==> config.mk <==
export PLATFORM = sky130hd
export DESIGN_NAME = nts_rx_access_arbiter
export DESIGN_NICKNAME = d
export VERILOG_FILES = /design/src/rtl/nts_rx_access_arbiter.sv
export SDC_FILE = /design/constraint.sdc
export NUM_CORES = 1
export LEC_CHECK = 0
export BUFFER_PORTS_ARGS = -buffer_cell sky130_fd_sc_hd__buf_4
export CORE_MARGIN = 3
export CORE_UTILIZATION = 46
export CTS_CLUSTER_DIAMETER = 50
export DETAILED_ROUTE_END_ITERATION = 8
export PLACE_DENSITY = 0.78
export SLEW_MARGIN = 0
export SYNTH_ARGS = -nofsm -noshare
export SYNTH_HDL_FRONTEND = slang
export SYNTH_SLANG_ARGS = --single-unit
export TNS_END_PERCENT = 100
==> constraint.sdc <==
create_clock -name i_clk -period 2.1 [get_ports i_clk]
set_input_delay 0.21 -clock i_clk [delete_from_list [all_inputs] [get_ports i_clk]]
set_output_delay 0.21 -clock i_clk [all_outputs]
set_load 0.005 [all_outputs]
==> src/rtl/nts_rx_access_arbiter.sv <==
// Shares the NTS receive-buffer read port between the parser (port 0) and the
// crypto/cookie engine (port 1): one pending slot each, round-robin issue, watchdog.

module nts_rx_access_port #(
  parameter int AW = 11
) (
  input  logic          i_clk,
  input  logic          i_areset_n,
  input  logic          i_rd_en,
  input  logic [AW-1:0] i_addr,
  input  logic [2:0]    i_wordsize,
  input  logic          i_done,
  input  logic [63:0]   i_done_data,
  output logic          o_wait,
  output logic [AW-1:0] o_pend_addr,
  output logic [2:0]    o_pend_ws,
  output logic          o_rd_dv,
  output logic [63:0]   o_rd_data
);
  // o_wait doubles as the pending-valid bit: set on accept, cleared on delivery or abort.
  always_ff @(posedge i_clk or negedge i_areset_n) begin
    if (!i_areset_n) begin
      o_wait      <= 1'b0;
      o_pend_addr <= '0;
      o_pend_ws   <= '0;
      o_rd_dv     <= 1'b0;
      o_rd_data   <= '0;
    end else if (i_rd_en && !o_wait) begin
      o_wait      <= 1'b1;
      o_pend_addr <= i_addr;
      o_pend_ws   <= i_wordsize;
      o_rd_dv     <= 1'b0;
    end else if (i_done) begin
      o_wait      <= 1'b0;
      o_rd_dv     <= 1'b1;
      o_rd_data   <= i_done_data;
    end
  end
endmodule

module nts_rx_access_arbiter #(
  parameter int ADDR_WIDTH = 8,
  parameter int TIMEOUT    = 255
) (
  input  logic                  i_clk,
  input  logic                  i_areset_n,
  input  logic                  i_req0_rd_en,
  input  logic [ADDR_WIDTH+2:0] i_req0_addr,
  input  logic [2:0]            i_req0_wordsize,
  output logic                  o_req0_wait,
  output logic                  o_req0_rd_dv,
  output logic [63:0]           o_req0_rd_data,
  input  logic                  i_req1_rd_en,
  input  logic [ADDR_WIDTH+2:0] i_req1_addr,
  input  logic [2:0]            i_req1_wordsize,
  output logic                  o_req1_wait,
  output logic                  o_req1_rd_dv,
  output logic [63:0]           o_req1_rd_data,
  output logic                  o_buf_rd_en,
  output logic [ADDR_WIDTH+2:0] o_buf_addr,
  output logic [2:0]            o_buf_wordsize,
  input  logic                  i_buf_wait,
  input  logic                  i_buf_rd_dv,
  input  logic [63:0]           i_buf_rd_data,
  output logic                  o_timeout
);
  localparam int         AW      = ADDR_WIDTH + 3;
  localparam int         NUM_REQ = 2;
  localparam logic [7:0] TMO     = 8'(TIMEOUT);

  typedef enum logic [1:0] {IDLE, ISSUE, BUSY, COMPLETE} state_t;
  state_t state_q, state_d;

  logic [NUM_REQ-1:0]         req_rd_en, req_wait, req_rd_dv, done;
  logic [NUM_REQ-1:0][AW-1:0] req_addr, pend_addr;
  logic [NUM_REQ-1:0][2:0]    req_ws, pend_ws;
  logic [NUM_REQ-1:0][63:0]   req_rd_data;
  logic [63:0]                done_data;
  logic                       owner_q, owner_d, ptr_q, ptr_d, sel, abort;
  logic [7:0]                 cnt_q, cnt_d;
  logic                       buf_rd_en_d, timeout_d;
  logic [AW-1:0]              buf_addr_d;
  logic [2:0]                 buf_ws_d;

  assign req_rd_en = {i_req1_rd_en, i_req0_rd_en};
  assign req_addr  = {i_req1_addr, i_req0_addr};
  assign req_ws    = {i_req1_wordsize, i_req0_wordsize};

  for (genvar g = 0; g < NUM_REQ; g++) begin : g_port
    nts_rx_access_port #(.AW(AW)) u_port (
      .i_clk       (i_clk),
      .i_areset_n  (i_areset_n),
      .i_rd_en     (req_rd_en[g]),
      .i_addr      (req_addr[g]),
      .i_wordsize  (req_ws[g]),
      .i_done      (done[g]),
      .i_done_data (done_data),
      .o_wait      (req_wait[g]),
      .o_pend_addr (pend_addr[g]),
      .o_pend_ws   (pend_ws[g]),
      .o_rd_dv     (req_rd_dv[g]),
      .o_rd_data   (req_rd_data[g])
    );
  end

  assign o_req0_wait    = req_wait[0];
  assign o_req0_rd_dv   = req_rd_dv[0];
  assign o_req0_rd_data = req_rd_data[0];
  assign o_req1_wait    = req_wait[1];
  assign o_req1_rd_dv   = req_rd_dv[1];
  assign o_req1_rd_data = req_rd_data[1];

  // A lone pending entry wins outright; the pointer only breaks ties.
  assign sel   = (&req_wait) ? ptr_q : req_wait[1];
  assign abort = (state_q != IDLE) && (cnt_q == TMO);

  always_comb begin
    state_d     = state_q;
    owner_d     = owner_q;
    ptr_d       = ptr_q;
    cnt_d       = (state_q == IDLE) ? 8'd0 : cnt_q + 8'd1;
    buf_rd_en_d = 1'b0;
    buf_addr_d  = o_buf_addr;
    buf_ws_d    = o_buf_wordsize;
    timeout_d   = o_timeout;
    done        = '0;
    done_data   = i_buf_rd_data;
    case (state_q)
      IDLE: if (|req_wait) begin
        owner_d     = sel;
        buf_rd_en_d = 1'b1;
        buf_addr_d  = pend_addr[sel];
        buf_ws_d    = pend_ws[sel];
        state_d     = ISSUE;
      end
      ISSUE: state_d = BUSY;
      BUSY:  if (i_buf_wait) state_d = COMPLETE;
      COMPLETE: if (!i_buf_wait && i_buf_rd_dv) begin
        done[owner_q] = 1'b1;
        ptr_d         = ~owner_q;
        state_d       = IDLE;
      end
      default: state_d = IDLE;
    endcase
    // Watchdog beats a same-cycle completion; the late buffer data is dropped.
    if (abort) begin
      done          = '0;
      done[owner_q] = 1'b1;
      done_data     = '0;
      ptr_d         = ~owner_q;
      timeout_d     = 1'b1;
      state_d       = IDLE;
    end
  end

  always_ff @(posedge i_clk or negedge i_areset_n) begin
    if (!i_areset_n) begin
      state_q        <= IDLE;
      owner_q        <= 1'b0;
      ptr_q          <= 1'b0;
      cnt_q          <= '0;
      o_buf_rd_en    <= 1'b0;
      o_buf_addr     <= '0;
      o_buf_wordsize <= '0;
      o_timeout      <= 1'b0;
    end else begin
      state_q        <= state_d;
      owner_q        <= owner_d;
      ptr_q          <= ptr_d;
      cnt_q          <= cnt_d;
      o_buf_rd_en    <= buf_rd_en_d;
      o_buf_addr     <= buf_addr_d;
      o_buf_wordsize <= buf_ws_d;
      o_timeout      <= timeout_d;
    end
  end
endmodule

== Word-level counts from Yosys, hierarchy flattened ==
Cells that the tools add are included.

* Flip-flop bits (word level): 188
* Bits in latches: 0
* Bits in read-only memories: 0
* Memories kept: 0
* Input bits: 98
* Output and inout port bits: 148
* Word-level logic and storage cells: 83
* RAM bits: 0

* Mux-type cells: 30
* Multipliers: 0
* Reductions and logical operators: 21
* Magnitude comparators: 3
* Add/subtract/negate cells: 1
* Shift-type cells: 0
* Eq/ne operators: 7
* Div/mod/pow operators: 0
* Bitwise operators: 3

{| class="wikitable"
|+ Operators with widths
! operator !! count
|-
| two-way mux 64 bit || 1
|-
| two-way mux 11 bit || 2
|-
| two-way mux 1 bit || 15
|-
| two-way mux 2 bit || 7
|-
| AND reduction 2 bit || 5
|-
| nonzero test 2 bit || 5
|-
| adder 8 x 1 -> 8 bit (second input constant) || 1
|-
| == test 8 bit (second input constant) || 1
|-
| two-way mux 8 bit || 1
|-
| case mux 2 bit (4 select lines) || 1
|-
| two-way mux 3 bit || 2
|-
| inequality test 3 bit (second input constant) || 2
|-
| logical AND 1 bit || 5
|-
| == test 2 bit (second input constant) || 2
|-
| < comparator 1 x 2 -> 1 bit (second input constant) || 2
|-
| logical NOT 1 bit || 3
|-
| inequality test 3 x 2 -> 1 bit (second input constant) || 1
|-
| inverter 1 bit || 3
|-
| AND reduction 3 bit || 1
|-
| == test 2 x 1 -> 1 bit (second input constant) || 1
|-
| logical NOT 2 bit || 1
|-
| OR reduction 2 bit || 1
|-
| demux 1 bit (select 1 bit) || 1
|-
| >= comparator 1 bit (second input constant) || 1
|}

== Depth between registers and ports, before layout ==
Gate-level depths: netlist (run 1).

* Depth after elaboration: 9
* Mapped depth: 9
* Mapped depth without buffers: 6

== Hierarchy ==
From an unflattened synthesis (run 1), not the netlist that was laid out.

* Cells, all modules: 544
* Area total of the unflattened synthesis: 8,279.2 um^2

{| class="wikitable"
|+ By module, submodules not included
! module !! cells each !! sequential area each (um^2) !! instances !! area each (um^2)
|-
| nts_rx_access_port || 173 || 2,001.9 || 2 || 3,259.4
|-
| nts_rx_access_arbiter || 198 || 700.7 || 1 || 1,760.4
|}

== Worst setup path before layout (run 1) ==
No wires, ideal clock.

* Kind: register -> register
* From: reg state_q[0]
* To: reg g_port[1].u_port.o_rd_data[35]
* Library setup time: 128 ps
* Arrival time: 2,023 ps
* Setup slack: -50 ps
* Clock period less this slack: 2,150 ps
* Data required time: 1,972 ps
* Stages on the path, launching flop included: 9
* Path buffers: 2
* Cells stage by stage: dfrtp_1 -> inv_1 -> ha_1 -> nand2b_1 -> o32a_1 -> nor3b_2 -> buf_4 -> buf_6 -> mux2_1

* Longest elaborated chain between the ends: 4
* Elaborated cells on any way between the ends: 7
* Classes of those cells: 1 x eq/ne; 3 x mux; 3 x reduce/logical

{| class="wikitable"
|+ RTL lines
! what !! RTL line !! source
|-
| start: declaration || 72 || <nowiki>state_t state_q, state_d;</nowiki>
|-
| start signal: assignment || 167 || <nowiki>state_q <= state_d;</nowiki>
|-
| == test 2 bit / nonzero test 2 bit (equally long branches) || 128, 115 ||
|-
| two-way mux 2 bit / logical AND 1 bit (equally long branches) || 128, 115 ||
|-
| two-way mux 2 bit || 146 || <nowiki>if (abort) begin</nowiki>
|-
| AND reduction 2 bit (no source line) || -- ||
|-
| end signal: assignment || 36 || <nowiki>o_rd_data <= i_done_data;</nowiki>
|-
| end: declaration || 18 || <nowiki>output logic [63:0] o_rd_data</nowiki>
|}

Several ways; a longest one is shown, not always the timed one.
A chain may end at the register's enable or synchronous reset.

== Worst setup path in the final report (run 1) ==
* From: reg state_q[0]
* To: reg g_port[0].u_port.o_rd_data[5]

* Longest elaborated chain between the ends: 4
* Elaborated cells on any way between the ends: 7
* Classes of those cells: 1 x eq/ne; 3 x mux; 3 x reduce/logical

{| class="wikitable"
|+ RTL lines
! what !! RTL line
|-
| == test 2 bit / nonzero test 2 bit (equally long branches) || 128, 115
|-
| two-way mux 2 bit / logical AND 1 bit (equally long branches) || 128, 115
|-
| two-way mux 2 bit || 146
|-
| AND reduction 2 bit (no source line) || --
|-
| end signal: assignment || 36
|-
| end: declaration || 18
|}

Several ways; a longest one is shown, not always the timed one.

==> results of run 1 <==
through the flow:
| step | TNS [ns] | cell area (µm²) | power (mW) |
|---|---|---|---|
| floorplan | 0 | 7860 | 8.39 |
| global placement | 0 | 10100 | 11.2 |
| detailed placement | -3.27 | 10100 | 11.5 |
| CTS | -0.832 | 11000 | 14.8 |
| global route | -15.31 | 11300 | 15.9 |
| finish | -3.59 | 11300 | 15.0 |
flip-flops by register name, summed over array words and instances, names as in the netlist, 3 cells and up:
| name | flops |
|---|---|
| cnt_q | 8 |
| o_buf_wordsize | 3 |
| g_port.u_port.o_rd_data | 128 |
| g_port.u_port.o_pend_addr | 22 |
| o_buf_addr | 11 |
| g_port.u_port.o_pend_ws | 6 |
layout make-up:
class | instances | area, µm²
fill | 1245 | 5370
multi-input combinational | 378 | 2910
timing repair buffer | 313 | 2650
inverter | 37 | 139
clock inverter | 13 | 138
tap | 220 | 275
clock buffer | 19 | 453
sequential | 188 | 4700
routing by layer:
layer / share of wire, % / track usage (%) / vias up / wire (µm)
met2: 52 / 37.5 / 153 / 11200
met3: 4.1 / 4.45 / 38 / 888
met4: 2.8 / 8.45 / 0 / 605
li1: - / - / 2716 / -
met5: 0 / 0 / - / 0
met1: 41 / 28.2 / 2929 / 8810
repair_timing:
action | 4_1_cts | 5_1_grt
endpoints found under the setup margin | 97 | 123
cloned | 2 | 6
hold buffers | 21 | 0
pin swaps | 0 | 5
setup buffers | 4 | 6
hold endpoints to repair | 51 | 0
gates resized for setup | 6 | 52
cell families (layout without fill, tap and decap cells):
group                    count (synthesis)  after routing  synth area share (%)
multiplexers                           129            129                  19.4
buffers and inverters                   74            382                  4.44
flip-flops                             188            188                  60.0
adder cells (fa/ha/maj)                  4              4                 0.638
AO/OA/AOI/OAI                           85             85                  5.78
AND/OR/NAND/NOR                        154            155                  9.19
XOR/XNOR                                 5              5                 0.559
layout by cell type, fill, tap and decap left out, types with 21 or more instances in the layout:
cell type / netlist / layout
and2_1: 37 / 37
buf_4: 3 / 271
clkbuf_16: 0 / 21
dfrtp_1: 188 / 188
dlygate4sd3_1: 0 / 21
inv_1: 37 / 35
mux2_2: 44 / 38
mux2_4: 32 / 47
mux2i_1: 41 / 40
nand2_1: 87 / 87
o21ai_0: 65 / 48
o21ai_1: 9 / 21
synthesized netlist by cell type (2+ instances only):
library cell,number
dfrtp_1,188
nand2_1,87
o21ai_0,65
mux2_2,44
mux2i_1,41
and2_1,37
inv_1,37
mux2_4,32
clkbuf_1,20
mux2_1,12
nor2_1,11
o21ai_1,9
buf_6,7
buf_2,5
nand2b_1,5
ha_1,4
buf_4,3
nand3_1,3
nor2b_1,3
xnor2_1,3
a21o_1,2
a21oi_1,2
buf_1,2
nor3_1,2
or3_1,2
xor2_1,2
critical path, stage by stage (launching register included):
cell	delay, ns
dfrtp_1	0.37
inv_2	0.06
ha_4	0.16
nand2b_4	0.13
o32a_1	0.39
buf_4	0.17
or2_4	0.30
clkbuf_16	0.19
mux2_4	0.29
where the power goes:
part	switching, mW	internal (mW)
sequential	0.964	5.20
clock	1.40	1.82
combinational	2.25	3.35
final timing paths:
| kind | endpoint | cells past startpoint |
|---|---|---|
| worst max-delay path | g_port[0].u_port.o_rd_data[5] | 8 |
| worst min-delay path | g_port[1].u_port.o_pend_addr[3] | 2 |
| worst max register to register | g_port[0].u_port.o_rd_data[5] | 8 |
| worst min register to register | g_port[0].u_port.o_pend_addr[4] | 2 |
| max in group asynchronous | cnt_q[3] | 3 |
| min in group asynchronous | g_port[1].u_port.o_rd_data[6] | 2 |
==> report_table.html, run 1 <==
<table>
<tr><th>Metric</th><th>Value</th></tr>
<tr><th colspan="2">Global route</th></tr>
<tr><td>GRT Resource Usage Total</td><td>22.2%</td></tr>
<tr><td>Via count of the first global-routing pass</td><td>6063</td></tr>
<tr><td>Number of antenna violations at the first check in global routing</td><td>0</td></tr>
<tr><td>Residual overflow from global routing</td><td>0</td></tr>
<tr><td>Wire length of the first global-routing pass</td><td>32000 µm</td></tr>
<tr><td>Largest net degree at the start of global routing</td><td>70</td></tr>
<tr><th colspan="2">Routing</th></tr>
<tr><td>Routed wire per std cell</td><td>18.4 µm</td></tr>
<tr><td>Final WL</td><td>21500 µm</td></tr>
<tr><td>Drt pass-1 iters</td><td>4</td></tr>
<tr><td>Via-to-Cell Ratio</td><td>5.00</td></tr>
<tr><td>Antenna-violating nets left</td><td>0</td></tr>
<tr><td>Initial drt markers</td><td>335</td></tr>
<tr><td>Residual DRC count</td><td>0</td></tr>
<tr><td>Detailed-route via count</td><td>5836</td></tr>
<tr><th colspan="2">STA</th></tr>
<tr><td>Slew @ Worst Pin</td><td>0.394 ns</td></tr>
<tr><td>Number of hold violations in the final report</td><td>0</td></tr>
<tr><td>Number of endpoints failing setup at the final stage</td><td>96</td></tr>
<tr><td>Final clock period utilization by the worst path</td><td>103%</td></tr>
<tr><td>Slew Limit Headroom</td><td>73.7%</td></tr>
<tr><td>Final Skew</td><td>0.0104 ns</td></tr>
<tr><td>Worst hold slack across all endpoints</td><td>0.0191 ns</td></tr>
<tr><td>Setup slack of the critical path after layout</td><td>-0.0730 ns</td></tr>
<tr><td>Max frequency</td><td>460 MHz</td></tr>
<tr><td>Final critical path time including I/O delays and setup</td><td>2.17 ns</td></tr>
<tr><td>Number of max-slew violations in the final report</td><td>0</td></tr>
<tr><td>Setup repair after global routing missed its margin</td><td>true</td></tr>
<tr><th colspan="2">Floorplanning</th></tr>
<tr><td>Total Die Area</td><td>18600 µm²</td></tr>
<tr><td>Core Region</td><td>16600 µm²</td></tr>
<tr><td>Count of pins on the block boundary</td><td>246</td></tr>
<tr><td>Y dimension of the die</td><td>137 µm</td></tr>
<tr><td>Standard-cell rows</td><td>47</td></tr>
<tr><td>Starting density of the core</td><td>47.1%</td></tr>
<tr><td>Die W</td><td>137 µm</td></tr>
<tr><th colspan="2">Setup path</th></tr>
<tr><td>Category of the worst setup path launch point</td><td>register</td></tr>
<tr><td>Setup crit start</td><td>state_q[0]</td></tr>
<tr><td>Critical path class</td><td>reg2reg</td></tr>
<tr><td>Setup crit end kind</td><td>register</td></tr>
<tr><td>Arrival time reported for the critical path endpoint</td><td>2.49 ns</td></tr>
<tr><td>Origin of the critical flop-to-flop path</td><td>state_q[0]</td></tr>
<tr><td>Worst Path Max Fanout</td><td>5</td></tr>
<tr><td>Req. time, crit path</td><td>2.42 ns</td></tr>
<tr><td>Slack of the worst reg-to-reg path</td><td>-0.07 ns</td></tr>
<tr><th colspan="2">Run</th></tr>
<tr><td># Max-Cap Violations</td><td>0</td></tr>
<tr><th colspan="2">Pwr</th></tr>
<tr><td>Power density cells</td><td>1330 nW/µm²</td></tr>
<tr><td>Worst supply voltage drop on vdd</td><td>0.627 mV</td></tr>
<tr><td>Leakage Power</td><td>5.74 nW</td></tr>
<tr><th colspan="2">CTS</th></tr>
<tr><td>Root buffer cell</td><td>clkbuf_16</td></tr>
<tr><td>Clock transition time at the flip-flop clock pins of the worst setup and hold paths</td><td>0.07 ns</td></tr>
<tr><td>CTS tree</td><td>done</td></tr>
<tr><td>CTS Sinks</td><td>188</td></tr>
<tr><td>Clock tree buffer depth</td><td>2</td></tr>
<tr><td>Total number of H-tree levels</td><td>4</td></tr>
<tr><td>Later-pin clock latency in the skew report</td><td>0.43 ns</td></tr>
<tr><td>Number of buffers created by CTS</td><td>17</td></tr>
<tr><th colspan="2">Yosys</th></tr>
<tr><td>Average footprint of a synthesized cell</td><td>12.3 µm²</td></tr>
<tr><td>Total of warnings raised by yosys</td><td>0</td></tr>
<tr><td>Synthesized flop and latch total</td><td>188</td></tr>
<tr><td>Net Count, Synth</td><td>741</td></tr>
<tr><td>Top cells by area, synth</td><td>dfrtp_1, mux2_2, mux2_4, mux2i_1, nand2_1</td></tr>
<tr><td>Post-synth cell types</td><td>37</td></tr>
<tr><td>Share of synthesized flip-flops with an asynchronous set or reset</td><td>100%</td></tr>
<tr><td>Primary flip-flop cell chosen by synthesis mapping</td><td>dfrtp_1</td></tr>
<tr><td>Count of flip-flops with a built-in enable after synthesis</td><td>0</td></tr>
<tr><td>Combined area of all synthesized cells</td><td>7840 µm²</td></tr>
<tr><td>Largest area contributor in the synthesized netlist</td><td>dfrtp_1</td></tr>
<tr><td>Yosys top cell area share</td><td>60.0%</td></tr>
<tr><td>Post-synthesis instance total</td><td>639</td></tr>
<tr><td>Portion of the post-synthesis area used by sequential elements</td><td>60.0%</td></tr>
<tr><th colspan="2">Placement</th></tr>
<tr><td>Cell Count Post-Placement</td><td>1097</td></tr>
<tr><td>Final estimated routing congestion in global placement</td><td>0.769</td></tr>
<tr><td>Port-buffer cells</td><td>245</td></tr>
<tr><td>DP Worst Slack</td><td>-0.0714 ns</td></tr>
<tr><td>Post-DP HPWL</td><td>14200 µm</td></tr>
<tr><th colspan="2">Layout</th></tr>
<tr><td>Non-Filler Instances</td><td>1168</td></tr>
<tr><td>Post-layout nets</td><td>1037</td></tr>
<tr><td>Layout-stage area growth over the synthesis result</td><td>43.7%</td></tr>
<tr><td>Diode insertion count for antenna repair</td><td>0</td></tr>
<tr><td>Post-Route Utilization</td><td>67.7%</td></tr>
<tr><td>Fraction of layout instances using a drive strength above 1</td><td>44.8%</td></tr>
<tr><th colspan="2">Status</th></tr>
<tr><td>Run status</td><td>complete, but fails checks</td></tr>
<tr><td>Failing checks</td><td>setup timing</td></tr>
<tr><th colspan="2">Min path</th></tr>
<tr><td>Worst hold-check path type</td><td>in2reg</td></tr>
<tr><td>Hold_sp</td><td>i_req1_addr[3]</td></tr>
</table>
Note: power is estimated with default switching activity, not from simulation.
==> run 2, diff against run 1 <==
--- a/config.mk
+++ b/config.mk
@@ -5,9 +5,10 @@
 export SDC_FILE = /design/constraint.sdc
 export NUM_CORES = 1
 export LEC_CHECK = 0
+export ABC_AREA = 1
 export BUFFER_PORTS_ARGS = -buffer_cell sky130_fd_sc_hd__buf_4
 export CORE_MARGIN = 3
-export CORE_UTILIZATION = 46
+export CORE_UTILIZATION = 47
 export CTS_CLUSTER_DIAMETER = 50
 export DETAILED_ROUTE_END_ITERATION = 8
 export PLACE_DENSITY = 0.78
==> run 2 against run 1 <==
The run now ends clean. Clock power hardly changed. Combinational power increased by 9.1%. Critical path depth grew 1. Largest power group unchanged.
==> report_table.html, run 2 <==
<table>
<tr><th>Metric</th><th>Value</th></tr>
<tr><th colspan="2">Pwr</th></tr>
<tr><td>Leakage Power</td><td>6.17 nW (was 5.74 nW)</td></tr>
<tr><td>Fraction of power spent switching nets</td><td>35.9% (was 30.8%)</td></tr>
<tr><td>Power, Total</td><td>15.8 mW (was 15.0 mW)</td></tr>
<tr><td>Internal power</td><td>10.1 mW (was 10.4 mW)</td></tr>
<tr><td>Power density cells</td><td>1400 nW/µm² (was 1330 nW/µm²)</td></tr>
<tr><td>Worst supply voltage drop on vdd</td><td>0.702 mV (was 0.627 mV)</td></tr>
<tr><td>Part of the total power dissipated in combinational logic</td><td>38.7% (was 37.4%)</td></tr>
<tr><td>Net switching power</td><td>5.66 mW (was 4.61 mW)</td></tr>
<tr><td>Relative contribution of sequential cells to total power</td><td>40.8% (was 41.1%)</td></tr>
<tr><td>Clock share of power</td><td>20.4% (was 21.5%)</td></tr>
<tr><th colspan="2">CTS</th></tr>
<tr><td>Number of buffers created by CTS</td><td>17 (unchanged)</td></tr>
<tr><td># Post-CTS Setup Buffers</td><td>0 (was 4)</td></tr>
<tr><td>Later-pin clock latency in the skew report</td><td>0.42 ns (was 0.43 ns)</td></tr>
<tr><td>CTS tree</td><td>done (unchanged)</td></tr>
<tr><td>Clock tree buffer depth</td><td>2 (unchanged)</td></tr>
<tr><td>Clock transition time at the flip-flop clock pins of the worst setup and hold paths</td><td>0.07 ns (about the same)</td></tr>
<tr><td>Cts hold-fix bufs</td><td>28 (was 21)</td></tr>
<tr><td>Root buffer cell</td><td>clkbuf_16 (unchanged)</td></tr>
<tr><td>CTS Sinks</td><td>188 (unchanged)</td></tr>
<tr><td>Quantity of gates resized following cts</td><td>0 (was 6)</td></tr>
<tr><td>Total number of H-tree levels</td><td>4 (unchanged)</td></tr>
<tr><th colspan="2">Yosys</th></tr>
<tr><td>Synthesized flop and latch total</td><td>188 (unchanged)</td></tr>
<tr><td>Total of warnings raised by yosys</td><td>0 (unchanged)</td></tr>
<tr><td>Average footprint of a synthesized cell</td><td>8.47 µm² (was 12.3 µm²)</td></tr>
<tr><td>Yosys top cell area share</td><td>56.1% (was 60.0%)</td></tr>
<tr><td>Primary flip-flop cell chosen by synthesis mapping</td><td>dfrtp_1 (unchanged)</td></tr>
<tr><td>Share of synthesized flip-flops with an asynchronous set or reset</td><td>100% (unchanged)</td></tr>
<tr><td>Arithmetic-cell share of the synthesized area counting full adders, half adders and majority gates</td><td>0.597% (was 0.638%)</td></tr>
<tr><td>Top cells by area, synth</td><td>dfrtp_1, nand2_1, nand4_1, a21oi_1, nand3_1 (was dfrtp_1, mux2_2, mux2_4, mux2i_1, nand2_1)</td></tr>
<tr><td>Simple-gate share of the synthesized area</td><td>27.2% (was 9.19%)</td></tr>
<tr><td>Xor-xnor portion of the synthesized cell area</td><td>0.104% (was 0.558%)</td></tr>
<tr><td>Leading cell types by count after synthesis</td><td>nand2_1, dfrtp_1, inv_1 (was dfrtp_1, nand2_1, o21ai_0)</td></tr>
<tr><td>Mux share of post-synthesis cell area</td><td>0% (was 19.4%)</td></tr>
<tr><td>Share of the synthesized area in compound gates (AO/OA/AOI/OAI)</td><td>6.71% (was 5.78%)</td></tr>
<tr><td>Combined area of all synthesized cells</td><td>8390 µm² (was 7840 µm²)</td></tr>
<tr><td>Most instantiated library cell after synthesis</td><td>nand2_1 (was dfrtp_1)</td></tr>
<tr><td>Post-synthesis instance total</td><td>990 (was 639)</td></tr>
<tr><td>Portion of the post-synthesis area used by sequential elements</td><td>56.1% (was 60.0%)</td></tr>
<tr><td>Post-synth cell types</td><td>25 (was 37)</td></tr>
<tr><td>Combinational family with the most area after synthesis</td><td>simple AND/OR/NAND/NOR gates (was multiplexers)</td></tr>
<tr><td>Count of flip-flops with a built-in enable after synthesis</td><td>0 (unchanged)</td></tr>
<tr><td>Largest area contributor in the synthesized netlist</td><td>dfrtp_1 (unchanged)</td></tr>
<tr><td>Net Count, Synth</td><td>1092 (was 741)</td></tr>
<tr><th colspan="2">STA</th></tr>
<tr><td>Setup slack of the critical path after layout</td><td>0.180 ns (was -0.0730 ns)</td></tr>
<tr><td>Final critical path time including I/O delays and setup</td><td>1.92 ns (was 2.17 ns)</td></tr>
<tr><td>Final clock period utilization by the worst path</td><td>91.4% (was 103%)</td></tr>
<tr><td>Final Skew</td><td>0.0119 ns (was 0.0104 ns)</td></tr>
<tr><td>Total Neg Setup Slack</td><td>0 ns (was -3.59 ns)</td></tr>
<tr><td>Max frequency</td><td>521 MHz (was 460 MHz)</td></tr>
<tr><td>Slew Limit Headroom</td><td>65.7% (was 73.7%)</td></tr>
<tr><td>Setup repair after global routing missed its margin</td><td>false (was true)</td></tr>
<tr><td>Number of max-slew violations in the final report</td><td>0 (unchanged)</td></tr>
<tr><td>Worst hold slack across all endpoints</td><td>0.0266 ns (was 0.0191 ns)</td></tr>
<tr><td>Slew @ Worst Pin</td><td>0.514 ns (was 0.394 ns)</td></tr>
<tr><td>Number of hold violations in the final report</td><td>0 (unchanged)</td></tr>
<tr><td>Number of endpoints failing setup at the final stage</td><td>0 (was 96)</td></tr>
<tr><th colspan="2">Routing</th></tr>
<tr><td>Residual DRC count</td><td>0 (unchanged)</td></tr>
<tr><td>Detailed-route via count</td><td>7758 (was 5836)</td></tr>
<tr><td>Antenna-violating nets left</td><td>0 (unchanged)</td></tr>
<tr><td>Via-to-Cell Ratio</td><td>5.26 (was 5.00)</td></tr>
<tr><td>Final WL</td><td>24300 µm (was 21500 µm)</td></tr>
<tr><td>Routed wire per std cell</td><td>16.5 µm (was 18.4 µm)</td></tr>
<tr><td>Drt pass-1 iters</td><td>5 (was 4)</td></tr>
<tr><td>Initial drt markers</td><td>432 (was 335)</td></tr>
<tr><th colspan="2">Floorplanning</th></tr>
<tr><td>Count of pins on the block boundary</td><td>246 (unchanged)</td></tr>
<tr><td>Total Die Area</td><td>19500 µm² (was 18600 µm²)</td></tr>
<tr><td>Starting density of the core</td><td>48.3% (was 47.1%)</td></tr>
<tr><td>Die W</td><td>140 µm (was 137 µm)</td></tr>
<tr><td>Core Region</td><td>17400 µm² (was 16600 µm²)</td></tr>
<tr><td>Y dimension of the die</td><td>140 µm (was 137 µm)</td></tr>
<tr><td>Standard-cell rows</td><td>48 (was 47)</td></tr>
<tr><th colspan="2">Setup path</th></tr>
<tr><td>Destination of the worst register-to-register timing path</td><td>g_port[0].u_port.o_rd_data[30] (was g_port[0].u_port.o_rd_data[5])</td></tr>
<tr><td>Top cell by count, worst path</td><td>nand2_1</td></tr>
<tr><td>Critical path class</td><td>reg2reg (unchanged)</td></tr>
<tr><td>Worst Path Max Fanout</td><td>64 (was 5)</td></tr>
<tr><td>Max incr delay on CP</td><td>0.39 ns (about the same)</td></tr>
<tr><td>Family with the most delay on the worst path</td><td>simple AND/OR/NAND/NOR gates (unchanged)</td></tr>
<tr><td>Slack of the worst reg-to-reg path</td><td>0.18 ns (was -0.07 ns)</td></tr>
<tr><td>Req. time, crit path</td><td>2.40 ns (was 2.42 ns)</td></tr>
<tr><td>Cells traversed along the worst timing path</td><td>inv_1 &gt; ha_1 &gt; nor2_4 &gt; nand2_2 &gt; nand2_4 &gt; nand3_4 &gt; buf_12 &gt; nand2_1 &gt; nand2_1 (was inv_2 &gt; ha_4 &gt; nand2b_4 &gt; o32a_1 &gt; buf_4 &gt; or2_4 &gt; clkbuf_16 &gt; mux2_4)</td></tr>
<tr><td>Arrival time reported for the critical path endpoint</td><td>2.22 ns (was 2.49 ns)</td></tr>
<tr><td>Category of the worst setup path launch point</td><td>register (unchanged)</td></tr>
<tr><td>Slowest stage cell on the critical path</td><td>dfrtp_1 (was o32a_1)</td></tr>
<tr><td>Setup crit end kind</td><td>register (unchanged)</td></tr>
<tr><td>Length in cells of the worst reg-to-reg path</td><td>9 (was 8)</td></tr>
<tr><td>Buffers &amp; Inverters on Critical Path</td><td>2 (was 3)</td></tr>
<tr><td>Origin of the critical flop-to-flop path</td><td>state_q[1] (was state_q[0])</td></tr>
<tr><th colspan="2">Global route</th></tr>
<tr><td>Most used routing layer</td><td>met2 (unchanged)</td></tr>
<tr><td>Met3 track demand over resource in global routing</td><td>4.91% (was 4.45%)</td></tr>
<tr><td>Wire length of the first global-routing pass</td><td>39700 µm (was 32000 µm)</td></tr>
<tr><td>Residual overflow from global routing</td><td>0 (unchanged)</td></tr>
<tr><td>Via count of the first global-routing pass</td><td>7859 (was 6063)</td></tr>
<tr><td>GRT Resource Usage Total</td><td>25.0% (was 22.2%)</td></tr>
<tr><td>Largest net degree at the start of global routing</td><td>67 (was 70)</td></tr>
<tr><td>Number of antenna violations at the first check in global routing</td><td>0 (unchanged)</td></tr>
<tr><td>Met2 GRT Util</td><td>41.7% (was 37.5%)</td></tr>
<tr><td>Global Route met1 Usage</td><td>32.8% (was 28.2%)</td></tr>
<tr><th colspan="2">Placement</th></tr>
<tr><td>Port-buffer cells</td><td>245 (unchanged)</td></tr>
<tr><td>Final estimated routing congestion in global placement</td><td>0.818 (was 0.769)</td></tr>
<tr><td>DP Worst Slack</td><td>0.204 ns (was -0.0714 ns)</td></tr>
<tr><td>Post-DP HPWL</td><td>15900 µm (was 14200 µm)</td></tr>
<tr><td>Area of placed instances</td><td>10400 µm² (was 10100 µm²)</td></tr>
<tr><td>Cell Count Post-Placement</td><td>1414 (was 1097)</td></tr>
<tr><th colspan="2">Min path</th></tr>
<tr><td>Worst Hold Path EP</td><td>g_port[0].u_port.o_pend_addr[10] (was g_port[1].u_port.o_pend_addr[3])</td></tr>
<tr><td>Min-Delay Path Depth</td><td>3 (was 2)</td></tr>
<tr><td>Worst hold-check path type</td><td>in2reg (unchanged)</td></tr>
<tr><td>Hold_sp</td><td>i_req0_addr[10] (was i_req1_addr[3])</td></tr>
<tr><th colspan="2">Layout</th></tr>
<tr><td>Post-layout nets</td><td>1338 (was 1037)</td></tr>
<tr><td>Diode insertion count for antenna repair</td><td>0 (unchanged)</td></tr>
<tr><td>Post-Route Utilization</td><td>64.7% (was 67.7%)</td></tr>
<tr><td>Most frequent cells in the layout</td><td>nand2_1, buf_4, dfrtp_1 (was buf_4, dfrtp_1, nand2_1)</td></tr>
<tr><td>Fraction of layout instances using a drive strength above 1</td><td>25.1% (was 44.8%)</td></tr>
<tr><td>Layout-stage area growth over the synthesis result</td><td>33.9% (was 43.7%)</td></tr>
<tr><td>Non-Filler Instances</td><td>1474 (was 1168)</td></tr>
<tr><td>Number of fill cells</td><td>1425 (was 1245)</td></tr>
<tr><td>Most flops, register</td><td>g_port.u_port.o_rd_data (unchanged)</td></tr>
<tr><td>Commonest non-fill, non-tap cell in the layout</td><td>nand2_1 (was buf_4)</td></tr>
<tr><td>Largest register FFs</td><td>128 (unchanged)</td></tr>
<tr><td>Registers with the most flip-flops</td><td>g_port.u_port.o_rd_data x128, g_port.u_port.o_pend_addr x22, o_buf_addr x11 (unchanged)</td></tr>
<tr><td>Area of all placed cells without fillers</td><td>11200 µm² (was 11300 µm²)</td></tr>
<tr><th colspan="2">Status</th></tr>
<tr><td>Run status</td><td>completed (was complete, but fails checks)</td></tr>
<tr><th colspan="2">Run</th></tr>
<tr><td># Max-Cap Violations</td><td>0 (unchanged)</td></tr>
</table>
[run 2: changes by cell type after synthesis, sizes merged, moves of 33 or more]
cell / delta
mux2i: -41
nand2: +290
inv: +45
nand3: +66
buf: +33
a21oi: +69
and2: -37
mux2: -88
nand4: +63
o21ai: -36
[run 2: power groups by stage]
stage	clock, mW	combinational, mW	sequential (mW)
floorplan	0	2.69	6.35
global placement	0	5.88	6.45
detailed placement	0	6.10	6.43
CTS	3.29	6.14	6.42
global route	3.42	6.82	6.63
finish	3.22	6.11	6.44
[run 2: logic make-up (layout without fill, tap and decap cells)]
family / after synthesis / after routing
simple gates: 533 / 533
flops: 188 / 188
buf+inv: 153 / 412
compound gates: 111 / 111
fa+ha+maj: 4 / 4
xor+xnor: 1 / 1
[run 2: cell type report]
class                   count  area [µm²]  area share (%)
inverters                  82         308            2.74
clock buffers              20         457            4.07
well taps                 225         282            2.51
repair buffers            298        2410            21.5
clock inverters            12         135            1.20
multi-input cells         649        2930            26.1
flip-flops and latches    188        4700            41.9
[run 2: how the worst max path moves through the flow]
| stage | start | endpoint | slack, ns | cells past startpoint |
|---|---|---|---|---|
| after floorplan | state_q[0] | g_port[1].u_port.o_rd_data[51] | 0.48 | 11 |
| after global placement | cnt_q[0] | g_port[1].u_port.o_rd_data[48] | 0.29 | 9 |
| after detailed placement | cnt_q[0] | g_port[0].u_port.o_rd_data[52] | 0.20 | 9 |
| after CTS | cnt_q[0] | g_port[0].u_port.o_rd_data[52] | 0.19 | 9 |
| after global routing | cnt_q[0] | g_port[0].u_port.o_rd_data[37] | 0.03 | 9 |
| final | state_q[1] | g_port[0].u_port.o_rd_data[30] | 0.18 | 9 |
[run 2: layer usage]
metal | wire (µm) | vias to the layer above
met1 | 9930 | 3678
li1 | - | 3664
met5 | 0 | -
met3 | 1850 | 46
met4 | 602 | 0
met2 | 11900 | 370
[run 2: worst reg2reg max path, cell delays in order, from the launching register on]
cell and delay (ns):
dfrtp_1 0.39, inv_1 0.07, ha_1 0.22, nor2_4 0.16
nand2_2 0.12, nand2_4 0.30, nand3_4 0.12, buf_12 0.23
nand2_1 0.13, nand2_1 0.06
==> run 3, diff against run 2 <==
--- a/config.mk
+++ b/config.mk
@@ -6,14 +6,15 @@
 export NUM_CORES = 1
 export LEC_CHECK = 0
 export ABC_AREA = 1
-export BUFFER_PORTS_ARGS = -buffer_cell sky130_fd_sc_hd__buf_4
 export CORE_MARGIN = 3
-export CORE_UTILIZATION = 47
+export CORE_UTILIZATION = 57
 export CTS_CLUSTER_DIAMETER = 50
 export DETAILED_ROUTE_END_ITERATION = 8
-export PLACE_DENSITY = 0.78
+export DONT_BUFFER_PORTS = 1
+export PLACE_DENSITY = 0.77
 export SLEW_MARGIN = 0
 export SYNTH_ARGS = -nofsm -noshare
 export SYNTH_HDL_FRONTEND = slang
+export SYNTH_HIERARCHICAL = 1
 export SYNTH_SLANG_ARGS = --single-unit
 export TNS_END_PERCENT = 100
==> run 3 against run 2 <==
The flow now finishes with violations (hold timing). Core utilization rose by 1.1 points. Largest power group unchanged. Flip-flop and latch count did not move. Hold slack got worse by 0.55 ns. Non-clock buffer count fell by 251. Sequential share of layout area rose by 9.0 points.
==> report_table.html, run 3 <==
<table>
<tr><th>Metric</th><th>Value</th></tr>
<tr><th colspan="2">STA</th></tr>
<tr><td>Slew Limit Headroom</td><td>61.7% (was 65.7%)</td></tr>
<tr><td>Number of endpoints failing setup at the final stage</td><td>0 (unchanged)</td></tr>
<tr><td>Final Skew</td><td>0.0208 ns (was 0.0119 ns)</td></tr>
<tr><td>Setup repair after global routing missed its margin</td><td>false (unchanged)</td></tr>
<tr><td>Setup slack of the critical path after layout</td><td>0.239 ns (was 0.180 ns)</td></tr>
<tr><td>Number of max-slew violations in the final report</td><td>0 (unchanged)</td></tr>
<tr><td>Worst hold slack across all endpoints</td><td>-0.524 ns (was 0.0266 ns)</td></tr>
<tr><td>Final critical path time including I/O delays and setup</td><td>1.86 ns (was 1.92 ns)</td></tr>
<tr><td>Max frequency</td><td>537 MHz (was 521 MHz)</td></tr>
<tr><td>Final clock period utilization by the worst path</td><td>88.6% (was 91.4%)</td></tr>
<tr><td>Total Neg Setup Slack</td><td>0 ns (unchanged)</td></tr>
<tr><td>Slew @ Worst Pin</td><td>0.575 ns (was 0.514 ns)</td></tr>
<tr><td>Number of hold violations in the final report</td><td>188 (was 0)</td></tr>
<tr><th colspan="2">Routing</th></tr>
<tr><td>Drt pass-1 iters</td><td>5 (unchanged)</td></tr>
<tr><td>Antenna-violating nets left</td><td>0 (unchanged)</td></tr>
<tr><td>Final WL</td><td>20900 µm (was 24300 µm)</td></tr>
<tr><td>Residual DRC count</td><td>0 (unchanged)</td></tr>
<tr><td>Detailed-route via count</td><td>6522 (was 7758)</td></tr>
<tr><td>Via-to-Cell Ratio</td><td>5.51 (was 5.26)</td></tr>
<tr><td>Initial drt markers</td><td>513 (was 432)</td></tr>
<tr><td>Routed wire per std cell</td><td>17.7 µm (was 16.5 µm)</td></tr>
<tr><th colspan="2">Yosys</th></tr>
<tr><td>Primary flip-flop cell chosen by synthesis mapping</td><td>dfrtp_1 (unchanged)</td></tr>
<tr><td>Average footprint of a synthesized cell</td><td>8.45 µm² (was 8.47 µm²)</td></tr>
<tr><td>Post-synth cell types</td><td>24 (was 25)</td></tr>
<tr><td>Count of flip-flops with a built-in enable after synthesis</td><td>0 (unchanged)</td></tr>
<tr><td>Synthesized flop and latch total</td><td>188 (unchanged)</td></tr>
<tr><td>Combined area of all synthesized cells</td><td>8280 µm² (was 8390 µm²)</td></tr>
<tr><td>Net Count, Synth</td><td>1082 (was 1092)</td></tr>
<tr><td>Leading cell types by count after synthesis</td><td>nand2_1, dfrtp_1, nand3_1 (was nand2_1, dfrtp_1, inv_1)</td></tr>
<tr><td>Top cells by area, synth</td><td>dfrtp_1, nand2_1, nand3_1, inv_1, nor2_1 (was dfrtp_1, nand2_1, nand4_1, a21oi_1, nand3_1)</td></tr>
<tr><td>Yosys top cell area share</td><td>56.8% (was 56.1%)</td></tr>
<tr><td>Most instantiated library cell after synthesis</td><td>nand2_1 (unchanged)</td></tr>
<tr><td>Largest area contributor in the synthesized netlist</td><td>dfrtp_1 (unchanged)</td></tr>
<tr><td>Post-synthesis instance total</td><td>980 (was 990)</td></tr>
<tr><td>Total of warnings raised by yosys</td><td>6 (was 0)</td></tr>
<tr><td>Share of synthesized flip-flops with an asynchronous set or reset</td><td>100% (unchanged)</td></tr>
<tr><td>Portion of the post-synthesis area used by sequential elements</td><td>56.8% (was 56.1%)</td></tr>
<tr><th colspan="2">CTS</th></tr>
<tr><td>Number of buffers created by CTS</td><td>17 (unchanged)</td></tr>
<tr><td>CTS Sinks</td><td>188 (unchanged)</td></tr>
<tr><td>Cts hold-fix bufs</td><td>28 (unchanged)</td></tr>
<tr><td>CTS tree</td><td>done (unchanged)</td></tr>
<tr><td>Clock transition time at the flip-flop clock pins of the worst setup and hold paths</td><td>0.07 ns (about the same)</td></tr>
<tr><td>Later-pin clock latency in the skew report</td><td>0.44 ns (was 0.42 ns)</td></tr>
<tr><td>Total number of H-tree levels</td><td>4 (unchanged)</td></tr>
<tr><td>Root buffer cell</td><td>clkbuf_16 (unchanged)</td></tr>
<tr><td>Clock tree buffer depth</td><td>2 (unchanged)</td></tr>
<tr><td># Post-CTS Setup Buffers</td><td>0 (unchanged)</td></tr>
<tr><th colspan="2">Floorplanning</th></tr>
<tr><td>Starting density of the core</td><td>58.9% (was 48.3%)</td></tr>
<tr><td>Y dimension of the die</td><td>127 µm (was 140 µm)</td></tr>
<tr><td>Core Region</td><td>14000 µm² (was 17400 µm²)</td></tr>
<tr><td>Count of pins on the block boundary</td><td>246 (unchanged)</td></tr>
<tr><td>Standard-cell rows</td><td>43 (was 48)</td></tr>
<tr><td>Die W</td><td>127 µm (was 140 µm)</td></tr>
<tr><td>Total Die Area</td><td>16000 µm² (was 19500 µm²)</td></tr>
<tr><th colspan="2">Status</th></tr>
<tr><td>Run status</td><td>complete, but fails checks (was completed)</td></tr>
<tr><td>Failing checks</td><td>hold timing</td></tr>
<tr><th colspan="2">Layout</th></tr>
<tr><td>Layout-stage area growth over the synthesis result</td><td>11.7% (was 33.9%)</td></tr>
<tr><td>Largest register FFs</td><td>128 (unchanged)</td></tr>
<tr><td>Post-layout nets</td><td>1093 (was 1338)</td></tr>
<tr><td>Commonest non-fill, non-tap cell in the layout</td><td>nand2_1 (unchanged)</td></tr>
<tr><td>Number of fill cells</td><td>1120 (was 1425)</td></tr>
<tr><td>Multi-input logic area</td><td>2960 µm² (was 2930 µm²)</td></tr>
<tr><td>Most flops, register</td><td>g_port.u_port/o_rd_data (was g_port.u_port.o_rd_data)</td></tr>
<tr><td>Registers with the most flip-flops</td><td>g_port.u_port/o_rd_data x128, g_port.u_port/o_pend_addr x22, o_buf_addr x11 (was g_port.u_port.o_rd_data x128, g_port.u_port.o_pend_addr x22, o_buf_addr x11)</td></tr>
<tr><td>Fraction of layout instances using a drive strength above 1</td><td>8.67% (was 25.1%)</td></tr>
<tr><td>Post-Route Utilization</td><td>65.8% (was 64.7%)</td></tr>
<tr><td>Most frequent cells in the layout</td><td>nand2_1, dfrtp_1, nand3_1 (was nand2_1, buf_4, dfrtp_1)</td></tr>
<tr><td>Storage cell area</td><td>4700 µm² (unchanged)</td></tr>
<tr><th colspan="2">Pwr</th></tr>
<tr><td>Clock share of power</td><td>23.6% (was 20.4%)</td></tr>
<tr><td>Net switching power</td><td>4.75 mW (was 5.66 mW)</td></tr>
<tr><td>Relative contribution of sequential cells to total power</td><td>52.7% (was 40.8%)</td></tr>
<tr><td>Power, Total</td><td>12.9 mW (was 15.8 mW)</td></tr>
<tr><td>Power density cells</td><td>1400 nW/µm² (about the same)</td></tr>
<tr><td>Internal power</td><td>8.17 mW (was 10.1 mW)</td></tr>
<tr><td>Part of the total power dissipated in combinational logic</td><td>23.7% (was 38.7%)</td></tr>
<tr><td>Worst supply voltage drop on vdd</td><td>0.688 mV (was 0.702 mV)</td></tr>
<tr><td>Fraction of power spent switching nets</td><td>36.7% (was 35.9%)</td></tr>
<tr><td>Leakage Power</td><td>4.99 nW (was 6.17 nW)</td></tr>
<tr><th colspan="2">Setup path</th></tr>
<tr><td>Worst Path Max Fanout</td><td>28 (was 64)</td></tr>
<tr><td>Arrival time reported for the critical path endpoint</td><td>2.24 ns (was 2.22 ns)</td></tr>
<tr><td>Family with the most delay on the worst path</td><td>simple AND/OR/NAND/NOR gates (unchanged)</td></tr>
<tr><td>Destination of the worst register-to-register timing path</td><td>g_port[1].u_port/o_rd_data[55] (was g_port[0].u_port.o_rd_data[30])</td></tr>
<tr><td>Critical path class</td><td>reg2reg (unchanged)</td></tr>
<tr><td>Origin of the critical flop-to-flop path</td><td>state_q[0] (was state_q[1])</td></tr>
<tr><td>Cells traversed along the worst timing path</td><td>inv_1 &gt; ha_1 &gt; nor2_1 &gt; nand2_4 &gt; a21boi_4 &gt; buf_4 &gt; nand3_1 &gt; nand2_1 (was inv_1 &gt; ha_1 &gt; nor2_4 &gt; nand2_2 &gt; nand2_4 &gt; nand3_4 &gt; buf_12 &gt; nand2_1 &gt; nand2_1)</td></tr>
<tr><td>Req. time, crit path</td><td>2.48 ns (was 2.40 ns)</td></tr>
<tr><td>Buffers &amp; Inverters on Critical Path</td><td>2 (unchanged)</td></tr>
<tr><td>Slack of the worst reg-to-reg path</td><td>0.24 ns (was 0.18 ns)</td></tr>
<tr><td>Max incr delay on CP</td><td>0.38 ns (was 0.39 ns)</td></tr>
<tr><td>Slowest stage cell on the critical path</td><td>dfrtp_1 (unchanged)</td></tr>
<tr><td>Length in cells of the worst reg-to-reg path</td><td>8 (was 9)</td></tr>
<tr><td>Category of the worst setup path launch point</td><td>register (unchanged)</td></tr>
<tr><td>Setup crit end kind</td><td>register (unchanged)</td></tr>
<tr><th colspan="2">Placement</th></tr>
<tr><td>Post-DP HPWL</td><td>13400 µm (was 15900 µm)</td></tr>
<tr><td>Final estimated routing congestion in global placement</td><td>0.849 (was 0.818)</td></tr>
<tr><td>Port-buffer cells</td><td>0 (was 245)</td></tr>
<tr><td>DP Worst Slack</td><td>0.193 ns (was 0.204 ns)</td></tr>
<tr><th colspan="2">Global route</th></tr>
<tr><td>GRT Resource Usage Total</td><td>26.1% (was 25.0%)</td></tr>
<tr><td>Via count of the first global-routing pass</td><td>6476 (was 7859)</td></tr>
<tr><td>Number of antenna violations at the first check in global routing</td><td>0 (unchanged)</td></tr>
<tr><td>Residual overflow from global routing</td><td>0 (unchanged)</td></tr>
<tr><td>Largest net degree at the start of global routing</td><td>189 (was 67)</td></tr>
<tr><td>Wire length of the first global-routing pass</td><td>33300 µm (was 39700 µm)</td></tr>
<tr><th colspan="2">Min path</th></tr>
<tr><td>Worst hold-check path type</td><td>in2async (was in2reg)</td></tr>
<tr><th colspan="2">Run</th></tr>
<tr><td># Max-Cap Violations</td><td>0 (unchanged)</td></tr>
</table>
## run 3: cell types whose count changed in the layout (fill, tap and decap cells not counted), moves of 4 or more
| cell | change |
|---|---|
| inv_1 | -4 |
| o21ai_0 | -22 |
| a21oi_1 | -36 |
| nand3_1 | +63 |
| buf_4 | -248 |
| nand4_1 | -61 |
| nor2_1 | +54 |
| o21ai_1 | -10 |
| nor2_4 | +18 |
## run 3: cell families (layout without fill, tap and decap cells)
family	after synthesis	count (layout)	share of synthesized area (%)
adder cells (fa/ha/maj)	4	4	0.605
other	0	1	0
AND/OR/NAND/NOR	607	607	32.0
XOR/XNOR	1	1	0.106
AO/OA/AOI/OAI	44	44	2.78
buffers and inverters	136	159	7.71
flip-flops	188	188	56.8
## run 3: worst register-to-register path: stages, from the launching register on
cell and delay (ns):
dfrtp_1 0.38, inv_1 0.08, ha_1 0.21, nor2_1 0.18, nand2_4 0.12, a21boi_4 0.21, buf_4 0.34, nand3_1 0.18
nand2_1 0.10
## run 3: per-layer routing
layer	global-route usage, %	share of wire [%]	vias up
li1	-	-	3048
met4	10.9	2.8	0
met1	32.7	40	3105
met5	0	0	-
met3	9.26	10	41
met2	41.3	47	328
## run 3: cell type report
cell class	instances	share of cell area [%]
diodes	1	0.0271
clock buffers	20	5.05
clock inverters	11	1.03
inverters	81	3.30
multi-input cells	656	32.0
flip-flops and latches	188	50.9
well taps	180	2.44
repair buffers	47	5.29
## run 3: worst max path at each step
| stage | start | to | slack (ns) | cells past startpoint |
|---|---|---|---|---|
| after floorplan | state_q[0] | g_port[1].u_port/o_rd_data[23] | 0.13 | 9 |
| after global routing | state_q[0] | g_port[0].u_port/o_rd_data[32] | 0.1 | 9 |
| after CTS | state_q[0] | g_port[0].u_port/o_rd_data[44] | 0.17 | 9 |
| after detailed placement | state_q[0] | g_port[0].u_port/o_rd_data[33] | 0.19 | 9 |
| final | state_q[0] | g_port[1].u_port/o_rd_data[55] | 0.24 | 8 |
| after global placement | state_q[0] | g_port[0].u_port/o_rd_data[48] | 0.29 | 9 |
## run 3: power groups by stage
| stage | registers [mW] | logic [mW] | clock network [mW] |
|---|---|---|---|
| floorplan | 6.34 | 2.39 | 0 |
| global placement | 6.82 | 2.83 | 0 |
| detailed placement | 6.83 | 3.02 | 0 |
| CTS | 6.81 | 3.06 | 3.09 |
| global route | 7.00 | 3.54 | 3.23 |
| finish | 6.81 | 3.06 | 3.05 |
## run 3: timing repair
action / CTS / global route
gates resized for setup: 0 / 1
endpoints found under the setup margin: 0 / 1
endpoints found under the hold margin: 216 / 188
## run 3: through the flow
stage          cells  cell area [µm²]
3_3_place_gp    1124             8400
4_1_cts         1183             9240
2_1_floorplan    980             8280
5_1_grt         1183             9240
6_report        1184             9250
3_5_place_dp    1124             8400
